`src/rtl/dma_frame_sched_pkg.sv`:
```
// dma_sched_pkg: state encoding and default sizing shared by the DMA frame scheduler files.
package dma_sched_pkg;
    typedef enum logic [2:0] {S_IDLE, S_ARM, S_CMD, S_XFER, S_WAIT_STS, S_DONE} sched_state_t;
    localparam int DEF_NUM_BUF = 4;
    localparam int DEF_ADDR_W = 32;
    localparam int DEF_LEN_W = 23;
    localparam int DEF_TIMEOUT_CYC = 2**24;
    localparam logic [31:0] DEF_BASE_ADDR = 32'h1000_0000;
    localparam logic [31:0] DEF_BUF_STRIDE = 32'h0080_0000;
endpackage

```
`src/rtl/dma_frame_sched_if.sv`:
```
// dma_frame_sched_if: S2MM command handshake, stream monitor and completion status of the frame DMA.
interface dma_frame_sched_if import dma_sched_pkg::*; #(
    parameter int ADDR_W = DEF_ADDR_W,
    parameter int LEN_W = DEF_LEN_W
) ();
    logic cmd_valid;
    logic cmd_ready;
    logic [ADDR_W-1:0] cmd_addr;
    logic [LEN_W-1:0] cmd_len;
    logic axis_tvalid;
    logic axis_tready;
    logic axis_tlast;
    logic sts_valid;
    logic sts_err;
    modport master (
        output cmd_valid, cmd_addr, cmd_len,
        input  cmd_ready, axis_tvalid, axis_tready, axis_tlast, sts_valid, sts_err
    );
    modport slave (
        input  cmd_valid, cmd_addr, cmd_len,
        output cmd_ready, axis_tvalid, axis_tready, axis_tlast, sts_valid, sts_err
    );
endinterface

```
`src/rtl/dma_frame_sched_buf_ring.sv`:
```
// dma_buf_ring: frame buffer index with wrap, and the start address of the selected buffer.
module dma_buf_ring import dma_sched_pkg::*; #(
    parameter int NUM_BUF = DEF_NUM_BUF,
    parameter int ADDR_W = DEF_ADDR_W,
    parameter logic [ADDR_W-1:0] BASE_ADDR = ADDR_W'(DEF_BASE_ADDR),
    parameter logic [ADDR_W-1:0] BUF_STRIDE = ADDR_W'(DEF_BUF_STRIDE),
    localparam int IDX_W = $clog2(NUM_BUF)
) (
    input  logic sys_clk,
    input  logic sys_rst_n,
    input  logic advance,
    output logic [IDX_W-1:0] idx,
    output logic [ADDR_W-1:0] addr
);
    always_ff @(posedge sys_clk or negedge sys_rst_n)
        if (!sys_rst_n) idx <= '0;
        else if (advance) idx <= (idx == IDX_W'(NUM_BUF - 1)) ? '0 : idx + 1'b1;
    assign addr = BASE_ADDR + ADDR_W'(idx) * BUF_STRIDE;
endmodule

```
`src/rtl/dma_frame_sched.sv`:
```
// dma_frame_sched: arms one S2MM DMA transfer per camera frame into a ring of frame buffers.
// Define DMA_SCHED_WATCHDOG_EN to abort transfers stuck in XFER/WAIT_STS after TIMEOUT_CYC cycles.
module dma_frame_sched import dma_sched_pkg::*; #(
    parameter int NUM_BUF = DEF_NUM_BUF,
    parameter int ADDR_W = DEF_ADDR_W,
    parameter int LEN_W = DEF_LEN_W,
    parameter logic [ADDR_W-1:0] BASE_ADDR = ADDR_W'(DEF_BASE_ADDR),
    parameter logic [ADDR_W-1:0] BUF_STRIDE = ADDR_W'(DEF_BUF_STRIDE),
    parameter int TIMEOUT_CYC = DEF_TIMEOUT_CYC
) (
    input  logic sys_clk,
    input  logic sys_rst_n,
    input  logic enable,
    input  logic fval,
    input  logic [LEN_W-1:0] frame_bytes,
    output logic frame_rst,
    dma_frame_sched_if.master bus,
    output logic [$clog2(NUM_BUF)-1:0] buf_idx,
    output logic frame_done,
    output logic [15:0] drop_cnt,
    output logic busy,
    output logic err,
    output logic timeout
);
    sched_state_t state;
    logic fval_q, sts_bad, wd_hit, start, drop, last_beat;
    logic [ADDR_W-1:0] ring_addr;
    assign start = fval & ~fval_q;
    assign drop = start && (state != S_IDLE || (enable && frame_bytes == '0));
    assign last_beat = bus.axis_tvalid & bus.axis_tready & bus.axis_tlast;
    assign bus.cmd_addr = ring_addr;
    dma_buf_ring #(
        .NUM_BUF(NUM_BUF), .ADDR_W(ADDR_W), .BASE_ADDR(BASE_ADDR), .BUF_STRIDE(BUF_STRIDE)
    ) u_ring (
        .sys_clk(sys_clk), .sys_rst_n(sys_rst_n),
        .advance(state == S_DONE && !sts_bad),
        .idx(buf_idx), .addr(ring_addr)
    );
`ifdef DMA_SCHED_WATCHDOG_EN
    localparam int WD_W = $clog2(TIMEOUT_CYC + 1);
    logic [WD_W-1:0] wd_cnt;
    // Age of the current XFER or WAIT_STS visit; every exit from the state clears it.
    always_ff @(posedge sys_clk or negedge sys_rst_n)
        if (!sys_rst_n) wd_cnt <= '0;
        else wd_cnt <= (((state == S_XFER && !last_beat) || (state == S_WAIT_STS && !bus.sts_valid)) && !wd_hit)
                       ? wd_cnt + 1'b1 : '0;
    assign wd_hit = wd_cnt == WD_W'(TIMEOUT_CYC - 1);
`else
    logic unused_timeout_cyc;
    assign unused_timeout_cyc = ^TIMEOUT_CYC;
    assign wd_hit = 1'b0;
`endif
    always_ff @(posedge sys_clk or negedge sys_rst_n)
        if (!sys_rst_n) begin
            state <= S_IDLE;
            fval_q <= 1'b0;
            sts_bad <= 1'b0;
            frame_rst <= 1'b0;
            frame_done <= 1'b0;
            busy <= 1'b0;
            err <= 1'b0;
            timeout <= 1'b0;
            drop_cnt <= '0;
            bus.cmd_valid <= 1'b0;
            bus.cmd_len <= '0;
        end else begin
            fval_q <= fval;
            frame_rst <= 1'b0;
            frame_done <= 1'b0;
            timeout <= 1'b0;
            if (drop && drop_cnt != 16'hFFFF) drop_cnt <= drop_cnt + 1'b1;
            case (state)
                S_IDLE: if (start && enable && frame_bytes != '0) begin
                    state <= S_ARM;
                    bus.cmd_len <= frame_bytes;
                    frame_rst <= 1'b1;
                    busy <= 1'b1;
                end
                S_ARM: begin
                    state <= S_CMD;
                    bus.cmd_valid <= 1'b1;
                end
                S_CMD: if (bus.cmd_ready) begin
                    state <= S_XFER;
                    bus.cmd_valid <= 1'b0;
                end
                S_XFER: if (last_beat) state <= S_WAIT_STS;
                else if (wd_hit) begin
                    state <= S_IDLE;
                    busy <= 1'b0;
                    timeout <= 1'b1;
                    err <= 1'b1;
                end
                S_WAIT_STS: if (bus.sts_valid) begin
                    state <= S_DONE;
                    sts_bad <= bus.sts_err;
                    frame_done <= 1'b1;
                    if (bus.sts_err) err <= 1'b1;
                end else if (wd_hit) begin
                    state <= S_IDLE;
                    busy <= 1'b0;
                    timeout <= 1'b1;
                    err <= 1'b1;
                end
                S_DONE: begin
                    state <= S_IDLE;
                    busy <= 1'b0;
                end
                default: begin
                    state <= S_IDLE;
                    busy <= 1'b0;
                    bus.cmd_valid <= 1'b0;
                end
            endcase
        end
endmodule

```
`src/flat_wrapper.sv`:
```
// flat-port wrapper written by rule: the top's interface ports become plain ports
module dma_frame_sched_flat import dma_sched_pkg::*;
#(
    parameter int NUM_BUF = DEF_NUM_BUF,
    parameter int ADDR_W = DEF_ADDR_W,
    parameter int LEN_W = DEF_LEN_W,
    parameter logic [ADDR_W-1:0] BASE_ADDR = ADDR_W'(DEF_BASE_ADDR),
    parameter logic [ADDR_W-1:0] BUF_STRIDE = ADDR_W'(DEF_BUF_STRIDE),
    parameter int TIMEOUT_CYC = DEF_TIMEOUT_CYC
)
  (sys_clk, sys_rst_n, enable, fval, frame_bytes, frame_rst, buf_idx, frame_done, drop_cnt, busy, err, timeout, bus_cmd_valid, bus_cmd_addr, bus_cmd_len, bus_cmd_ready, bus_axis_tvalid, bus_axis_tready, bus_axis_tlast, bus_sts_valid, bus_sts_err);
  dma_frame_sched_if #(.ADDR_W(ADDR_W), .LEN_W(LEN_W)) bus_i ();
  input  logic sys_clk;
  input  logic sys_rst_n;
  input  logic enable;
  input  logic fval;
  input  logic [LEN_W-1:0] frame_bytes;
  output logic frame_rst;
  output logic [$clog2(NUM_BUF)-1:0] buf_idx;
  output logic frame_done;
  output logic [15:0] drop_cnt;
  output logic busy;
  output logic err;
  output logic timeout;
  output wire logic [$bits(bus_i.cmd_valid)-1:0] bus_cmd_valid;
  output wire logic [$bits(bus_i.cmd_addr)-1:0] bus_cmd_addr;
  output wire logic [$bits(bus_i.cmd_len)-1:0] bus_cmd_len;
  input wire logic [$bits(bus_i.cmd_ready)-1:0] bus_cmd_ready;
  input wire logic [$bits(bus_i.axis_tvalid)-1:0] bus_axis_tvalid;
  input wire logic [$bits(bus_i.axis_tready)-1:0] bus_axis_tready;
  input wire logic [$bits(bus_i.axis_tlast)-1:0] bus_axis_tlast;
  input wire logic [$bits(bus_i.sts_valid)-1:0] bus_sts_valid;
  input wire logic [$bits(bus_i.sts_err)-1:0] bus_sts_err;
  assign bus_cmd_valid = bus_i.cmd_valid;
  assign bus_cmd_addr = bus_i.cmd_addr;
  assign bus_cmd_len = bus_i.cmd_len;
  assign bus_i.cmd_ready = bus_cmd_ready;
  assign bus_i.axis_tvalid = bus_axis_tvalid;
  assign bus_i.axis_tready = bus_axis_tready;
  assign bus_i.axis_tlast = bus_axis_tlast;
  assign bus_i.sts_valid = bus_sts_valid;
  assign bus_i.sts_err = bus_sts_err;
  dma_frame_sched #(.NUM_BUF(NUM_BUF), .ADDR_W(ADDR_W), .LEN_W(LEN_W), .BASE_ADDR(BASE_ADDR), .BUF_STRIDE(BUF_STRIDE), .TIMEOUT_CYC(TIMEOUT_CYC)) u_core (.sys_clk(sys_clk), .sys_rst_n(sys_rst_n), .enable(enable), .fval(fval), .frame_bytes(frame_bytes), .frame_rst(frame_rst), .bus(bus_i), .buf_idx(buf_idx), .frame_done(frame_done), .drop_cnt(drop_cnt), .busy(busy), .err(err), .timeout(timeout));
endmodule
```
`config.mk`:
```
export PLATFORM = sky130hd
export DESIGN_NAME = dma_frame_sched_flat
export DESIGN_NICKNAME = d
export VERILOG_FILES = /design/src/rtl/dma_frame_sched_pkg.sv /design/src/rtl/dma_frame_sched_if.sv /design/src/rtl/dma_frame_sched_buf_ring.sv /design/src/rtl/dma_frame_sched.sv /design/src/flat_wrapper.sv
export SDC_FILE = /design/constraint.sdc
export NUM_CORES = 1
export LEC_CHECK = 0
export ABC_AREA = 1
export BUFFER_PORTS_ARGS = -buffer_cell sky130_fd_sc_hd__buf_2
export CAP_MARGIN = 15
export CORE_MARGIN = 8
export CORE_UTILIZATION = 53
export DETAILED_ROUTE_END_ITERATION = 10
export PLACE_DENSITY = 0.86
export SLEW_MARGIN = 10
export SYNTH_ARGS = -nofsm -noshare
export SYNTH_HDL_FRONTEND = slang
export SYNTH_HIERARCHICAL = 1
export SYNTH_SLANG_ARGS = --single-unit
export TNS_END_PERCENT = 100
```
`constraint.sdc`:
```
create_clock -name sys_clk -period 2.7 [get_ports sys_clk]
set_input_delay 0.27 -clock sys_clk [delete_from_list [all_inputs] [get_ports sys_clk]]
set_output_delay 0.27 -clock sys_clk [all_outputs]
set_load 0.01 [all_outputs]
```
==> reports/metrics.json <==
{
  "synth": {
    "yosys.cell_types.count": 27,
    "ys_seq_area_share_pct": 44.78,
    "synth-warning-count": 6,
    "postSynthRegisterBits": 51,
    "syn_area_mm2": 0.002850,
    "syn_area_per_cell_um2": 7.703,
    "synthesis.instances": 370
  },
  "finish": {
    "final-seq-area_mm2": 0.001276,
    "multi_input_comb_area_mm2": 0.001244,
    "fin_util_pct": 62.78,
    "fin_cells": 517,
    "fillerInstances": 483,
    "antenna_cells_inserted": 0,
    "layout-area-overhead-vs-synth_pct": 13.21,
    "drive_above_1_share_pct": 23.71,
    "final_nets": 481
  },
  "clock_tree": {
    "clock-root-buffer": "sky130_fd_sc_hd__clkbuf_8",
    "cts_tree": "done",
    "worst_skew_pair.late_latency_ps": 300,
    "cts-hold-fix-buffers": 1,
    "postCtsSetupBuffers": 0,
    "numCtsBuffers": 5,
    "cts_resized": 0,
    "h_tree_levels": 2,
    "ctsLongestPathBuffers": 2,
    "clkSlewWorstSetupHoldPaths_ps": 90,
    "clock_sinks": 51
  },
  "job": {
    "timing.max_cap.violations": 0
  },
  "detailed_routing": {
    "vias": 2438,
    "remaining_drc_errors": 0,
    "drtIter0Drc": 123,
    "drtAntennaViolNets": 0,
    "vias_per_cell": 4.716,
    "totalWireLength_um": 6375,
    "detailedRoute.firstPassIterationCount": 4,
    "routedWlPerCell_um": 12.33
  },
  "power_and_ir_drop": {
    "power_density_mw_per_mm2": 820.6,
    "seq_power_share_pct": 45.5,
    "swShare_pct": 39.95,
    "p_int_w": 0.001590,
    "static-leakage-power_nw": 1.892,
    "vdd_drop_max_mv": 0.4758,
    "comb_power_share_pct": 37.7,
    "p_sw_w": 0.001058,
    "clock_power_share_pct": 16.8
  },
  "placement": {
    "dp_cells": 508,
    "replace_congestion": 0.8618,
    "port_buffers": 80,
    "place_hpwl_um": 4988
  },
  "global_route": {
    "grt_pass1_vias": 2458,
    "grt_antenna_before_repair": 0,
    "grt_start_max_net_pins": 40,
    "gr-total-overflow": 0,
    "grt_use_total_pct": 16.37,
    "grt_first_pass_wirelength_um": 10520
  },
  "sta": {
    "maxSlewViolCount": 0,
    "worst_hold_slack_after_final_layout_ps": 124.8,
    "rsz0062_at_grt": "no",
    "period_needed_ps": 1690,
    "timing_hold_violations_final": 0,
    "period_utilisation_layout_pct": 62.59,
    "achievable-frequency_ghz": 0.5917,
    "timing.clock.skew_ps": 5.908,
    "finalSetupTns_ps": 0,
    "setup_viol": 0
  },
  "die": {
    "top_level_ports": 112,
    "floorplan.rows": 26,
    "core-area_mm2": 0.005140,
    "die_x_um": 89.34,
    "die_area_mm2": 0.007981,
    "initial_core_util_pct": 55.45,
    "die_height_um": 89.34
  },
  "hold_path": {
    "min_path_type": "in -> reg",
    "hold_start": "fval"
  },
  "critical_path": {
    "setup.worst_path.start": "u_core/state[0]",
    "critical_path_arrival_ps": 1930,
    "path_max_fanout": 26,
    "critPathKind": "reg -> reg",
    "worst_ep_required_time_ps": 2940,
    "element_type_at_the_critical_path_start": "flip-flop",
    "setup.worst_path.end_class": "flip-flop",
    "worst_r2r_startpoint": "u_core/state[0]",
    "worst-r2r-setup-slack_ps": 1010
  },
  "run_status": {
    "status": "complete, no violations"
  }
}
[state kept, by name, indices dropped and copies added, names as in the netlist, 2 cells and up]
name,flops
u_core/drop_cnt,16
u_core/state,3
u_core/u_ring/idx,2
u_core/bus.cmd_len,23
[kinds of logic after synthesis]
family | share of synthesized area, %
buf+inv | 15.28
xor+xnor | 2.151
flops | 44.78
compound gates | 1.449
other cells | 0.3951
fa+ha+maj | 0.8778
simple gates | 35.07
[routing by layer]
layer  share of wire [%]  track usage, %  wire (um)
met3                 6.1           2.849        388
met5                   0               0          0
met4                 2.4           6.647        153
met1                  41           18.61       2639
met2                  50           29.49       3194
[placed cells by master (no fill, tap or decap), types with 3 or more instances in the layout]
cell type and count:
sky130_fd_sc_hd__xor2_1 5, sky130_fd_sc_hd__nand2_1 156, sky130_fd_sc_hd__buf_2 80, sky130_fd_sc_hd__dfrtp_1 51, sky130_fd_sc_hd__inv_1 25, sky130_fd_sc_hd__clkbuf_8 5
sky130_fd_sc_hd__inv_2 4, sky130_fd_sc_hd__nor2_2 3, sky130_fd_sc_hd__nor2_1 28, sky130_fd_sc_hd__conb_1 31, sky130_fd_sc_hd__o21ai_0 4, sky130_fd_sc_hd__nand3_1 26
[power by group through the flow]
stage | Combinational, W | Sequential, W | Clock [W]
CTS | 0.00101 | 0.00121 | 0.000464
detailed placement | 0.00101 | 0.00122 | 0
global route | 0.00113 | 0.00125 | 0.000490
global placement | 0.000970 | 0.00121 | 0
finish | 0.000998 | 0.00121 | 0.000445
floorplan | 0.000575 | 0.00130 | 0
[critical path, cell delays in order (launching register included)]
cell                      delay, ps
sky130_fd_sc_hd__dfrtp_1        450
sky130_fd_sc_hd__nor2_2         170
sky130_fd_sc_hd__inv_2           60
sky130_fd_sc_hd__nor2_4         130
sky130_fd_sc_hd__nand3_4        260
sky130_fd_sc_hd__inv_2          370
sky130_fd_sc_hd__nand2_1        100
sky130_fd_sc_hd__nand2_1         70
[layout make-up]
class                           instances  share of cell area [%]
Sequential cell                        51                   39.55
Multi-Input combinational cell        277                   38.54
Timing Repair Buffer                   82                   12.95
Inverter                               29                   3.373
Tap cell                               70                   2.714
Clock buffer                            5                   2.133
Clock inverter                          3                  0.7367
[stage by stage]
step | worst slack (ps) | power, W | area (um2)
detailed placement | 1012 | 0.002229 | 3124
finish | 1010 | 0.002648 | 3227
global route | 792.9 | 0.002867 | 3227
global placement | 1064 | 0.002182 | 3124
CTS | 1014 | 0.002681 | 3227
floorplan | 1265 | 0.001880 | 2955
[Yosys cell counts, drive strengths merged]
| cell | count | area share (%) |
|---|---|---|
| nor2 | 33 | 5.1 |
| nand2 | 158 | 21 |
| o21ai | 5 | 0.88 |
| dfrtp | 51 | 45 |
| xnor2 | 2 | 0.61 |
| ha | 2 | 0.88 |
| nand3 | 29 | 5.9 |
| a21oi | 2 | 0.35 |
| xor2 | 5 | 1.5 |
| buf | 41 | 11 |
| inv | 29 | 3.8 |
| nor3 | 4 | 1.1 |
| nand4 | 3 | 1.2 |
| a31oi | 1 | 0.22 |
| conb | 3 | 0.40 |
| and3 | 1 | 0.22 |
| nand3b | 1 | 0.26 |
[worst paths after layout]
path	cells after the start	endpoint
min in group asynchronous	2	u_core/bus.cmd_len[2]
worst min register to register	2	u_core/err
worst max register to register	7	u_core/bus.cmd_len[2]
max in group asynchronous	3	u_core/frame_rst
worst max-delay path	7	u_core/bus.cmd_len[2]
worst min-delay path	1	u_core/fval_q
(Power assumes the default switching activity.)
